==> config.mk <==
export PLATFORM = sky130hd
export DESIGN_NAME = wb_trace_tx
export DESIGN_NICKNAME = d
export VERILOG_FILES = /design/src/rtl/wb_trace_pkg.sv /design/src/rtl/trace_fifo.sv /design/src/rtl/wb_trace_tx.sv
export SDC_FILE = /design/constraint.sdc
export NUM_CORES = 1
export LEC_CHECK = 0
export CAP_MARGIN = 25
export CORE_ASPECT_RATIO = 1.25
export CORE_MARGIN = 2
export CORE_UTILIZATION = 49
export CTS_CLUSTER_DIAMETER = 200
export DETAILED_ROUTE_END_ITERATION = 6
export PLACE_DENSITY = 0.71
export SYNTH_ARGS = -nofsm -noshare
export SYNTH_HDL_FRONTEND = slang
export SYNTH_SLANG_ARGS = --single-unit
==> constraint.sdc <==
create_clock -name clk -period 4.4 [get_ports clk]
set_clock_uncertainty 0.2 [all_clocks]
set_input_delay 0.44 -clock clk [delete_from_list [all_inputs] [get_ports clk]]
set_output_delay 0.44 -clock clk [all_outputs]
set_load 0.1 [all_outputs]
==> src/rtl/wb_trace_pkg.sv <==
// wb_trace_pkg - shared constants, types and helpers for the writeback trace
// transmitter.
//
// Build option: define TRACE_PC_EN to append the committing PC to every
// frame (10-byte frames, 69-bit FIFO entries). Without it frames are 6 bytes
// and FIFO entries are 37 bits.
//
// FIFO entry layout (LSB first): rd[4:0], data[36:5], pc[68:37] (PC only
// when TRACE_PC_EN is defined).
package wb_trace_pkg;

  localparam logic [7:0] TRACE_HDR = 8'hA5;

`ifdef TRACE_PC_EN
  localparam int FRAME_LEN = 10;
  localparam int ENTRY_W   = 69;
`else
  localparam int FRAME_LEN = 6;
  localparam int ENTRY_W   = 37;
`endif

  localparam int IDX_W = $clog2(FRAME_LEN);

  typedef enum logic {IDLE, SEND} ser_state_t;

  // Byte i of the on-wire frame built from one FIFO entry.
  function automatic logic [7:0] frame_byte(input logic [ENTRY_W-1:0] e,
                                            input logic [IDX_W-1:0]   i);
    logic [7:0] b;
    case (int'(i))
      0:       b = TRACE_HDR;
      1:       b = {3'b000, e[4:0]};
      2:       b = e[12:5];
      3:       b = e[20:13];
      4:       b = e[28:21];
      5:       b = e[36:29];
`ifdef TRACE_PC_EN
      6:       b = e[44:37];
      7:       b = e[52:45];
      8:       b = e[60:53];
      9:       b = e[68:61];
`endif
      default: b = 8'h00;
    endcase
    return b;
  endfunction

endpackage

==> src/rtl/trace_fifo.sv <==
// trace_fifo - synchronous FIFO used to buffer writeback events.
//
// Ports:
//   clk, rst   clock; synchronous active-low reset
//   push, din  write request and data (ignored when full unless popping)
//   pop, dout  read request (ignored when empty); dout shows the head entry
//   full       DEPTH entries stored
//   empty      no entries stored
//   level      number of stored entries
//
// Push and pop on the same edge while full both succeed and keep the level.
// DEPTH must be a power of two so the pointers wrap naturally.
module trace_fifo #(
  parameter int WIDTH = 37,
  parameter int DEPTH = 8
) (
  input  logic                     clk,
  input  logic                     rst,
  input  logic                     push,
  input  logic                     pop,
  input  logic [WIDTH-1:0]         din,
  output logic [WIDTH-1:0]         dout,
  output logic                     full,
  output logic                     empty,
  output logic [$clog2(DEPTH):0]   level
);

  localparam int AW = $clog2(DEPTH);

  logic [WIDTH-1:0] mem [DEPTH];
  logic [AW-1:0]    wr_ptr;
  logic [AW-1:0]    rd_ptr;
  logic [AW:0]      count;
  logic             do_push;
  logic             do_pop;

  assign full    = (count == (AW+1)'(DEPTH));
  assign empty   = (count == '0);
  assign level   = count;
  assign dout    = mem[rd_ptr];
  // A pop on a full FIFO frees the slot the simultaneous push needs.
  assign do_push = push && (!full || pop);
  assign do_pop  = pop && !empty;

  always_ff @(posedge clk) begin
    if (do_push) begin
      mem[wr_ptr] <= din;
    end
  end

  always_ff @(posedge clk) begin
    if (!rst) begin
      wr_ptr <= '0;
      rd_ptr <= '0;
      count  <= '0;
    end else begin
      if (do_push) wr_ptr <= wr_ptr + 1'b1;
      if (do_pop)  rd_ptr <= rd_ptr + 1'b1;
      case ({do_push, do_pop})
        2'b10:   count <= count + 1'b1;
        2'b01:   count <= count - 1'b1;
        default: count <= count;
      endcase
    end
  end

endmodule

==> src/rtl/wb_trace_tx.sv <==
// wb_trace_tx - register-writeback trace transmitter.
//
// Watches CPU commits, buffers each register write (rd != 0) in a FIFO and
// serializes it as a little-endian byte frame on a valid/ready stream:
//   A5, {3'b0, rd}, data[7:0], data[15:8], data[23:16], data[31:24]
//   (+ pc bytes 0..3 when built with TRACE_PC_EN defined)
//
// Ports:
//   clk, rst             clock; synchronous active-low reset
//   wb_valid, wb_rd      commit strobe and destination register
//   wb_data, wb_pc       written value and PC (PC used only with TRACE_PC_EN)
//   tx_data, tx_valid    frame byte stream (held stable while not accepted)
//   tx_ready             sink accepts the current byte
//   fifo_level           entries waiting in the FIFO (excludes current frame)
//   overflow, drop_cnt   sticky drop flag and saturating drop count
//   ovf_clr              clears overflow and drop_cnt (a same-edge drop wins)
module wb_trace_tx
  import wb_trace_pkg::*;
#(
  parameter int DEPTH = 8,
  parameter int CNT_W = 16
) (
  input  logic                     clk,
  input  logic                     rst,
  input  logic                     wb_valid,
  input  logic [4:0]               wb_rd,
  input  logic [31:0]              wb_data,
  input  logic [31:0]              wb_pc,
  output logic [7:0]               tx_data,
  output logic                     tx_valid,
  input  logic                     tx_ready,
  output logic [$clog2(DEPTH):0]   fifo_level,
  output logic                     overflow,
  input  logic                     ovf_clr,
  output logic [CNT_W-1:0]         drop_cnt
);

  ser_state_t         state;
  logic [ENTRY_W-1:0] frame;
  logic [IDX_W-1:0]   idx;
  logic [IDX_W-1:0]   next_idx;
  logic [ENTRY_W-1:0] fifo_din;
  logic [ENTRY_W-1:0] fifo_dout;
  logic               fifo_full;
  logic               fifo_empty;
  logic               fifo_pop;
  logic               is_event;
  logic               drop;
  logic               last_byte;

  // Writes to x0 are architecturally meaningless and are not traced.
  assign is_event = wb_valid && (wb_rd != 5'd0);

`ifdef TRACE_PC_EN
  assign fifo_din = {wb_pc, wb_data, wb_rd};
`else
  logic unused_pc;
  assign unused_pc = ^wb_pc;
  assign fifo_din  = {wb_data, wb_rd};
`endif

  assign last_byte = (idx == IDX_W'(FRAME_LEN - 1));
  assign next_idx  = idx + 1'b1;

  // Pop whenever the serializer can take a new frame: from IDLE, or on
  // acceptance of the last byte so consecutive frames run without a bubble.
  always_comb begin
    fifo_pop = 1'b0;
    if (state == IDLE) begin
      fifo_pop = !fifo_empty;
    end else begin
      fifo_pop = tx_ready && last_byte && !fifo_empty;
    end
  end

  assign drop = is_event && fifo_full && !fifo_pop;

  trace_fifo #(
    .WIDTH (ENTRY_W),
    .DEPTH (DEPTH)
  ) u_fifo (
    .clk   (clk),
    .rst   (rst),
    .push  (is_event),
    .pop   (fifo_pop),
    .din   (fifo_din),
    .dout  (fifo_dout),
    .full  (fifo_full),
    .empty (fifo_empty),
    .level (fifo_level)
  );

  // Drop bookkeeping; a drop on the same edge as ovf_clr restarts the count at 1.
  always_ff @(posedge clk) begin
    if (!rst) begin
      overflow <= 1'b0;
      drop_cnt <= '0;
    end else if (drop) begin
      overflow <= 1'b1;
      if (ovf_clr) begin
        drop_cnt <= CNT_W'(1);
      end else if (!(&drop_cnt)) begin
        drop_cnt <= drop_cnt + 1'b1;
      end
    end else if (ovf_clr) begin
      overflow <= 1'b0;
      drop_cnt <= '0;
    end
  end

  // Serializer: tx_data is registered and always precomputed for the byte
  // that will be on the wire next, so it holds steady under backpressure.
  always_ff @(posedge clk) begin
    if (!rst) begin
      state    <= IDLE;
      frame    <= '0;
      idx      <= '0;
      tx_valid <= 1'b0;
      tx_data  <= 8'h00;
    end else begin
      case (state)
        IDLE: begin
          if (!fifo_empty) begin
            frame    <= fifo_dout;
            idx      <= '0;
            state    <= SEND;
            tx_valid <= 1'b1;
            tx_data  <= TRACE_HDR;
          end
        end
        SEND: begin
          if (tx_ready) begin
            if (last_byte) begin
              if (!fifo_empty) begin
                frame   <= fifo_dout;
                idx     <= '0;
                tx_data <= TRACE_HDR;
              end else begin
                state    <= IDLE;
                idx      <= '0;
                tx_valid <= 1'b0;
                tx_data  <= 8'h00;
              end
            end else begin
              idx     <= next_idx;
              tx_data <= frame_byte(frame, next_idx);
            end
          end
        end
        default: begin
          state    <= IDLE;
          tx_valid <= 1'b0;
        end
      endcase
    end
  end

endmodule

==> results by group <==
Detailed routing
  – Avg WL per Cell: 21.4 um
  – Drt drc: 0
  – Via count: 7,710
  – Detailed Routing Iterations Pass 1: 5
  – Total wire length: 28.8 mm
  – ANT nets after route: 0
  – DR iter-0 viols: approximately 730
  – Vias/cell: 5.73

Timing
  – Relative slew slack: 32.6%
  – Min Tclk post-route: 3.46 ns
  – Hold slack: about 0.29 ns
  – Final Hold Fails: 0
  – Fmax: just under 0.3 GHz
  – RSZ-0062 raised after global routing: no
  – Slew Limit Fails: 0
  – Fin Setup TNS: 0 ns
  – Final setup fails: 0
  – Slew @ Worst Pin: 1.01 ns
  – Tcrit/Tclk final: around four fifths

Placement
  – GP Congestion: 0.849
  – I/O Buffers: 71
  – Dpl hpwl: 17.1 mm

Power
  – Sequential power share: 46.8%
  – Pwr dens: about 560 nW/um^2
  – Peak VDD IR: between 0.0003 and 0.0004 V
  – Switching share of total power: 28.2%
  – Int Pwr: between 6000 and 7000 uW
  – Static Leakage: 0.00569 uW
  – Power Total: about 9600 uW
  – Switching pwr: 2700 uW
  – Comb pwr share: 21.4%
  – Clk network pwr share: 31.8%

Final layout
  – N_diodes: 0
  – Share of layout cells above drive strength 1: 18.3%
  – Fin nets: between 1k and 1.5k
  – P&R area growth vs syn: 16.9%

Floorplan
  – Initial Utilization: 50.0%
  – CORE AREA: 29,400 um^2
  – Die ar.: 31,500 um^2
  – Die Wd: about 160 um
  – Rows: 70
  – Top Ports: 104
  – Die Ht: 198 um

Job
  – Max_cap viols: 0

Setup path
  – CP Launch Type: register
  – Critical Path AT: ~3.5 ns
  – Setup CP Type: register to register
  – Worst EP required: 4.39 ns
  – Critical R2R Launch: idx[2]
  – RR Endpoint: u_fifo.mem[5][3]
  – Setup slack, reg-to-reg: 0.94 ns
  – Worst-path fanout max: 25
  – Worst Reg-to-Reg Cells: 6
  – Setup crit end kind: register

Logic synthesis
  – Synthesized flop and latch total: 376
  – Cell Area, Synth: 14,700 um^2
  – Yosys warnings: 0
  – Post-synthesis cell count: 835
  – Post-synth cell types: 55
  – Share of synthesized registers carrying an async set or reset: 0%
  – Syn_area_per_cell: 17.6 um^2
  – Prevailing post-synth register cell: edfxtp_1
  – Seq/Total Area, Yosys: 71.3%
  – Syn nets: 915
  – Post-synth EDFFs: 296

Worst hold path
  – Endpoint, Worst Hold: frame[14]
  – Min-delay src: frame[14]
  – Hold-critical path depth: 1
  – HP Class: register to register

Global routing
  – First-pass GRT wire length: 45.0 mm
  – Antenna violations before repair: 0
  – Pin count of the biggest net entering global routing: 78
  – Number of global-route vias before repair: 7,969
  – Gr usage total: 18.6%
  – Grt ovf: 0

Clocking
  – Worst-case clock buffer depth: 3
  – Clk_lat worst skew: 0.52 ns
  – Reg clk slew, reported paths: 0.06 ns
  – CTS tree: done
  – H-tree levels: 2
  – CTS root buf: clkbuf_16
  – # resized after CTS: 0
  – Hold_buf cts: 0
  – Setup bufs post-CTS: 0
  – Number of CTS-inserted buffers: 37
  – Clock Sinks: around 380

Run status
  – Status: finished, final reports clean
[flip-flops by register name, indices dropped and copies added, names as in the netlist, named ones only]
signal / count
u_fifo.wr_ptr: 3
tx_data: 8
idx: 3
overflow: 1
tx_valid: 1
frame: 37
u_fifo.mem: 296
state: 1
u_fifo.level: 4
drop_cnt: 16
u_fifo.rd_ptr: 3
[Yosys cell counts (all sizes together), types with 7 or more instances]
| master | number | area share [%] |
|---|---|---|
| a21oi | 25 | 0.85 |
| buf | 22 | 0.78 |
| clkbuf | 23 | 0.59 |
| dfxtp | 80 | 11 |
| edfxtp | 296 | 60 |
| mux2i | 45 | 3.1 |
| mux4 | 78 | 12 |
| nand2 | 59 | 1.5 |
| nand2b | 8 | 0.34 |
| nand3 | 14 | 0.51 |
| nor2 | 33 | 0.84 |
| nor2b | 7 | 0.31 |
| nor3 | 10 | 0.42 |
| nor4 | 10 | 0.57 |
| o211a | 37 | 2.5 |
| o21ai | 14 | 0.50 |
[power by group through the flow]
stage	Clock [uW]	Combinational, uW	Sequential (uW)
floorplan	0	1400	4660
global placement	0	2040	4560
detailed placement	0	2060	4570
CTS	3120	2090	4500
global route	3250	2230	4540
finish	3050	2060	4490
[per-layer routing]
| layer | wire length (um) | vias to the layer above | share of wire (%) | GRT usage [%] |
|---|---|---|---|---|
| li1 | - | 3512 | - | - |
| met1 | 11700 | 3959 | 41 | 23.2 |
| met2 | 15300 | 190 | 53 | 34.1 |
| met3 | 1290 | 49 | 4.5 | 3.00 |
| met4 | 489 | 0 | 1.7 | 4.75 |
| met5 | 0 | - | 0 | 0 |
[stage by stage]
step	util, %	area, um^2	instances	setup WS (ns)
after floorplan	-	14700	835	0.337
final	58.5	17200	1345	0.937
after CTS	58.5	17200	1345	0.945
after global placement	54.5	16000	1278	0.922
after detailed placement	54.5	16000	1278	0.905
after global routing	58.5	17200	1345	0.706
[area by class of cell]
cell class / instances / area (um^2)
Clock buffer: 53 / 1040
Clock inverter: 14 / 145
Fill cell: 2235 / 12200
Inverter: 4 / 15.0
Multi-Input combinational cell: 410 / 4100
Sequential cell: 376 / 10500
Tap cell: 396 / 495
Timing Repair Buffer: 92 / 926
[cell usage in the layout, fill, tap and decap left out, types with 4 or more instances in the layout]
| cell type | n |
|---|---|
| o211a_1 | 37 |
| o21ai_0 | 13 |
| nor4_1 | 8 |
| and2_1 | 6 |
| buf_12 | 5 |
| clkbuf_1 | 13 |
| nand2_1 | 59 |
| clkdlybuf4s50_1 | 70 |
| nor2_1 | 27 |
| xor2_1 | 5 |
| clkinv_1 | 5 |
| nand2b_1 | 8 |
| dfxtp_1 | 77 |
| and3_1 | 4 |
| a21oi_1 | 24 |
| clkinv_2 | 4 |
| ha_1 | 6 |
| mux2i_1 | 45 |
| mux4_2 | 78 |
| clkbuf_16 | 39 |
| nor2b_1 | 6 |
| nor3b_1 | 4 |
| nor3_1 | 7 |
| xnor2_1 | 6 |
| edfxtp_1 | 296 |
| nand3_1 | 13 |
| nor2_4 | 6 |
| buf_4 | 16 |
| nand4_1 | 4 |
[cells by family after synthesis]
logic type               after synthesis  share of synthesized area, %
AO/OA/AOI/OAI                         96                          5.01
XOR/XNOR                              11                         0.654
adder cells (fa/ha/maj)                6                         0.510
buffers and inverters                 49                          1.47
flip-flops                           376                          71.3
multiplexers                         124                          15.1
AND/OR/NAND/NOR                      173                          6.04
[worst max-delay path, stage by stage (launching register included)]
cell      delay, ns
dfxtp_1        0.77
nand4b_1       0.39
nand3_2        0.34
nor2b_2        0.28
nand2_1        0.28
nor2_4         0.57
buf_12         0.30
[worst max-delay path by stage]
stage                               start                to  slack (ns)  cells past startpoint
after global routing               idx[2]   u_fifo.level[2]        0.71                     11
after detailed placement         wb_rd[2]   u_fifo.level[2]        0.90                     12
after floorplan           u_fifo.level[1]  u_fifo.mem[6][0]        0.34                      7
after global placement           tx_ready   u_fifo.level[2]        0.92                     12
final                              idx[2]  u_fifo.mem[5][3]        0.94                      6
after CTS                          idx[2]  u_fifo.mem[5][0]        0.95                      6
Note: power is estimated with default switching activity, not from simulation.
